==> config.mk <==
export PLATFORM = sky130hd
export DESIGN_NAME = calculator_keys
export DESIGN_NICKNAME = d
export VERILOG_FILES = /design/src/rtl/calculator_pkg.sv /design/src/rtl/key_debouncer.sv /design/src/rtl/calculator_keys.sv
export SDC_FILE = /design/constraint.sdc
export NUM_CORES = 1
export LEC_CHECK = 0
export BUFFER_PORTS_ARGS = -buffer_cell sky130_fd_sc_hd__buf_4
export CAP_MARGIN = 10
export CORE_ASPECT_RATIO = 0.9
export CORE_UTILIZATION = 62
export CTS_BUF_LIST = sky130_fd_sc_hd__clkbuf_4 sky130_fd_sc_hd__clkbuf_8
export CTS_CLUSTER_DIAMETER = 150
export DETAILED_ROUTE_END_ITERATION = 16
export PLACE_DENSITY = 0.94
export SYNTH_ARGS = -nofsm -noshare
export SYNTH_HDL_FRONTEND = slang
export SYNTH_SLANG_ARGS = --single-unit
==> constraint.sdc <==
create_clock -name clock -period 2.35 [get_ports clock]
set_input_delay 0.1175 -clock clock [delete_from_list [all_inputs] [get_ports clock]]
set_output_delay 0.1175 -clock clock [all_outputs]
set_load 0.005 [all_outputs]
==> src/rtl/calculator_pkg.sv <==
// Shared definitions for the RPN calculator and its key front-end:
// operand width and command priority order.
package calculator_pkg;

    localparam int DATA_WIDTH = 8;

    typedef enum logic [1:0] {
        CMD_NONE     = 2'd0,
        CMD_ENTER    = 2'd1,
        CMD_ADD      = 2'd2,
        CMD_MULTIPLY = 2'd3
    } cmd_t;

    // Fixed priority: enter > add > multiply; losers are dropped.
    function automatic cmd_t pick_command(input logic enter_press,
                                          input logic add_press,
                                          input logic multiply_press);
        if (enter_press) begin
            return CMD_ENTER;
        end else if (add_press) begin
            return CMD_ADD;
        end else if (multiply_press) begin
            return CMD_MULTIPLY;
        end
        return CMD_NONE;
    endfunction

endpackage

==> src/rtl/key_debouncer.sv <==
// One raw push-button: 2-flop synchroniser, hold-time debounce counter,
// and a single-cycle press indication on each accepted rising level.
module key_debouncer #(
    parameter int DEBOUNCE_CYCLES = 16
) (
    input  logic clock,
    input  logic reset,
    input  logic key,
    output logic press
);

    localparam int CW = $clog2(DEBOUNCE_CYCLES);
    localparam logic [CW-1:0] LAST = CW'(DEBOUNCE_CYCLES - 1);

    logic          s1;
    logic          s2;
    logic          stable;
    logic          stable_d;
    logic [CW-1:0] count;

    always_ff @(posedge clock or negedge reset) begin
        if (!reset) begin
            s1       <= 1'b0;
            s2       <= 1'b0;
            stable   <= 1'b0;
            stable_d <= 1'b0;
            count    <= '0;
        end else begin
            s1       <= key;
            s2       <= s1;
            stable_d <= stable;
            // Any return to the accepted level restarts the hold count.
            if (s2 == stable) begin
                count <= '0;
            end else if (count == LAST) begin
                stable <= s2;
                count  <= '0;
            end else begin
                count <= count + 1'b1;
            end
        end
    end

    assign press = stable & ~stable_d;

endmodule

==> src/rtl/calculator_keys.sv <==
// Board-pin front-end for the RPN calculator: debounced, arbitrated
// one-cycle command strobes plus a synchronised operand bus.
module calculator_keys #(
    parameter int DEBOUNCE_CYCLES = 16,
    parameter int DATA_WIDTH      = calculator_pkg::DATA_WIDTH
) (
    input  logic                  clock,
    input  logic                  reset,
    input  logic                  key_enter,
    input  logic                  key_add,
    input  logic                  key_multiply,
    input  logic [DATA_WIDTH-1:0] switches,
    output logic                  enter,
    output logic                  add,
    output logic                  multiply,
    output logic [DATA_WIDTH-1:0] data,
    output logic                  collision
);

    import calculator_pkg::*;

    logic                  enter_press;
    logic                  add_press;
    logic                  multiply_press;
    logic [DATA_WIDTH-1:0] sw_s1;
    logic [DATA_WIDTH-1:0] sw_s2;
    cmd_t                  cmd;
    logic                  multi;

    key_debouncer #(.DEBOUNCE_CYCLES(DEBOUNCE_CYCLES)) u_enter (
        .clock (clock),
        .reset (reset),
        .key   (key_enter),
        .press (enter_press)
    );

    key_debouncer #(.DEBOUNCE_CYCLES(DEBOUNCE_CYCLES)) u_add (
        .clock (clock),
        .reset (reset),
        .key   (key_add),
        .press (add_press)
    );

    key_debouncer #(.DEBOUNCE_CYCLES(DEBOUNCE_CYCLES)) u_multiply (
        .clock (clock),
        .reset (reset),
        .key   (key_multiply),
        .press (multiply_press)
    );

    always_comb begin
        cmd   = pick_command(enter_press, add_press, multiply_press);
        multi = (enter_press & add_press) | (enter_press & multiply_press) |
                (add_press & multiply_press);
    end

    // Switches are only synchronised: they settle long before any strobe.
    always_ff @(posedge clock or negedge reset) begin
        if (!reset) begin
            sw_s1     <= '0;
            sw_s2     <= '0;
            data      <= '0;
            enter     <= 1'b0;
            add       <= 1'b0;
            multiply  <= 1'b0;
            collision <= 1'b0;
        end else begin
            sw_s1     <= switches;
            sw_s2     <= sw_s1;
            data      <= sw_s2;
            enter     <= (cmd == CMD_ENTER);
            add       <= (cmd == CMD_ADD);
            multiply  <= (cmd == CMD_MULTIPLY);
            collision <= multi;
        end
    end

endmodule

==> key figures <==
Run status
  – Status: finished with violations
  – Failing checks: design-rule violations

Route
  – Via count: 880
  – WL/cell: 13.55 µm
  – Via density: 5.238
  – Post-DRT Antenna Nets: 0
  – Detailed Route WL: 2277 µm
  – DRT Pass-1 Iters: 10
  – 1st-iter DRT viols: 15
  – Drc violations: 2

Cells and area
  – Area of the multi-input gates: 355.3 µm²
  – Seq. cell area: 1301 µm²
  – Most frequent cells in the layout: 52 x dfrtp_1, 24 x buf_4, 12 x dlygate4sd3_1
  – Commonest non-fill, non-tap cell in the layout: dfrtp_1
  – Fin area: 2053 µm²
  – Fillers: 133
  – Share of cells above drive strength 1: 30.71%
  – Layout Nets: 156
  – Area Growth Syn to Fin: 23.11%
  – Inserted Diodes: 0
  – Final Util: 81.80%

Critical path
  – FF-to-FF End: u_add.stable
  – Crit Path Category: flop to flop
  – Internal reg-to-reg setup slack: 1.14 ns
  – CP cell instances: ha_1, nand3_2, mux2_4
  – R2R Path Start: u_add.count[0]
  – Kind of cell adding the most delay to the critical path: flip-flops
  – Slowest cell on crit path: dfrtp_1
  – Worst path max stage delay: 0.45 ns
  – Endpoint type of the worst setup path: flop
  – Max Fanout on Critical Path: 4
  – Arrival @ worst endpoint: 1.48 ns
  – Worst setup SP type: flop
  – Crit path buf inv count: 0
  – Critical path data required time: 2.61 ns
  – Reg2Reg Depth: 3

Synth
  – Distinct cells, synth: 17
  – Number of synthesis warnings: 0
  – Flops & latches, synth: 52
  – Post-Synthesis Cell Area: 1668 µm²
  – Post-Synthesis Cells: 97
  – Post-synth net total: 113
  – Register area share after synthesis: 78.02%
  – Mean cell area of the mapped netlist: 17.19 µm²

GRT
  – Vias in the first global route: 938
  – Largest net degree at the start of global routing: 53
  – All-Layer GR Usage: 19.40%
  – Initial antenna violation count: 0
  – GRT overflow: 0
  – First-pass GRT wire length: 3891 µm

STA
  – Fmax: 824.4 MHz
  – Min Tclk post-route: 1.213 ns
  – Setup TNS: 0 ns
  – Fin crit share: 51.62%
  – Max_slew headroom: 60.31%
  – Least-Margin Pin Slew: 0.5953 ns
  – RSZ-0062 raised after global routing: no
  – Clock skew: 0.009549 ns
  – Setup slack after layout: 1.137 ns
  – Fin. max-slew vios: 0
  – Setup Viol. Count Final: 0
  – Final Hold Viols: 0

Floorplanning
  – Die height: 51.21 µm
  – # IOs: 25
  – Starting density of the core: 66.45%
  – Core area: 2510 µm²
  – Die Area: 2902 µm²
  – Die span in x: 56.67 µm
  – FP Rows: 17

Placed design
  – Dpl cell area: 1883 µm²
  – PortBufs: 24
  – RePlAce Congestion: 0.6634
  – DP HPWL: 1500 µm
  – Pre-CTS WS: 1.157 ns

Power and ir drop
  – Pwr Total: 0.001409 W
  – Largest vdd supply drop: 0.0005005 V
  – Lkg Pwr: 0.9749 nW
  – Pwr Density: 686.1 nW/µm²

Min path
  – Worst hold path class: input pin to async pin

Clock network
  – Reg clk slew, reported paths: 0.13 ns
  – Clk root buf: clkbuf_4
  – Worst-Skew Late Latency: 0.36 ns
  – Max clock buf depth: 2
  – Setup Buffers After CTS: 0
  – CTS sink cnt: 52
  – TritonCTS clock tree: built
  – H-tree depth: 2
  – CTS Buf Count: 5

Run
  – Max-cap violations: 0
==> metal layers <==
layer,wire [µm],global-route usage [%],part of all wire (%),up-vias
met5,0,0,0,-
met4,29,12.50,1.3,0
met3,115,5.570,5.1,3
met2,1221,34.92,54,27
met1,911,19.85,40,445
li1,-,-,-,405
==> what timing repair did <==
action                                  4_1_cts  5_1_grt
hold buffers                                 12        0
gates resized for setup                       0        0
hold endpoints to repair                     63        0
endpoints found under the setup margin        0        0
==> registers in the layout, summed over array words and instances, names as in the netlist, 4 cells and up <==
signal	cells
u_enter.count	4
data	8
u_multiply.count	4
sw_s1	8
sw_s2	8
u_add.count	4
==> cell usage after synthesis, drive strengths merged <==
| cell type | number | area (µm²) |
|---|---|---|
| dfrtp | 52 | 1301 |
| a21oi | 6 | 30.03 |
| xnor2 | 6 | 52.55 |
| nor2b | 5 | 33.78 |
| nor3b | 4 | 45.05 |
| ha | 3 | 37.54 |
| inv | 3 | 11.26 |
| mux2 | 3 | 45.04 |
| nand3 | 3 | 30.03 |
| nand4b | 3 | 26.28 |
| nor2 | 3 | 11.26 |
| o21ai | 3 | 15.01 |
| and2b | 2 | 17.52 |
| maj3 | 1 | 11.26 |
==> worst max-delay path by stage <==
stage               cells past startpoint            to      startpoint  slack, ns
finish                                  3  u_add.stable  u_add.count[0]       1.14
global route                            3  u_add.stable  u_add.count[0]       1.08
CTS                                     3  u_add.stable  u_add.count[0]       1.14
detailed placement                      3  u_add.stable  u_add.count[0]       1.16
global placement                        3  u_add.stable  u_add.count[0]       1.21
floorplan                               3  u_add.stable  u_add.count[0]       1.22
==> power breakdown <==
group | internal [W] | leakage [nW] | switching [W]
Combinational | 0.0000512 | 0.294 | 0.0000391
Clock | 0.000122 | 0.0315 | 0.000241
Sequential | 0.000933 | 0.649 | 0.0000221
==> metrics by stage <==
step                      hold slack [ns]  instances
after global routing               0.3611        168
final                              0.3141        168
after floorplan                   -0.1781         97
after detailed placement           0.1680        149
after CTS                          0.3084        168
after global placement             0.1562        149
==> final cells by class <==
type                            count  area share (%)
Tap cell                           28           1.706
Sequential cell                    52           63.38
Clock buffer                        6           2.194
Timing Repair Buffer               36           14.63
Clock inverter                      1          0.2438
Multi-Input combinational cell     42           17.31
Inverter                            3          0.5484
==> worst register-to-register path, cell delays in order, from the launching register on <==
cell     delay (ns)
dfrtp_1        0.45
ha_1           0.27
nand3_2        0.11
mux2_4         0.29
==> logic make-up (layout without fill, tap and decap cells) <==
family | Yosys count | after routing | synth area share, %
multiplexers | 3 | 3 | 2.700
XOR/XNOR | 6 | 6 | 3.151
adder cells (fa/ha/maj) | 4 | 4 | 2.926
AO/OA/AOI/OAI | 9 | 9 | 2.700
AND/OR/NAND/NOR | 20 | 20 | 9.828
flip-flops | 52 | 52 | 78.02
buffers and inverters | 3 | 46 | 0.6751
Power figures use the tool's default switching activity.
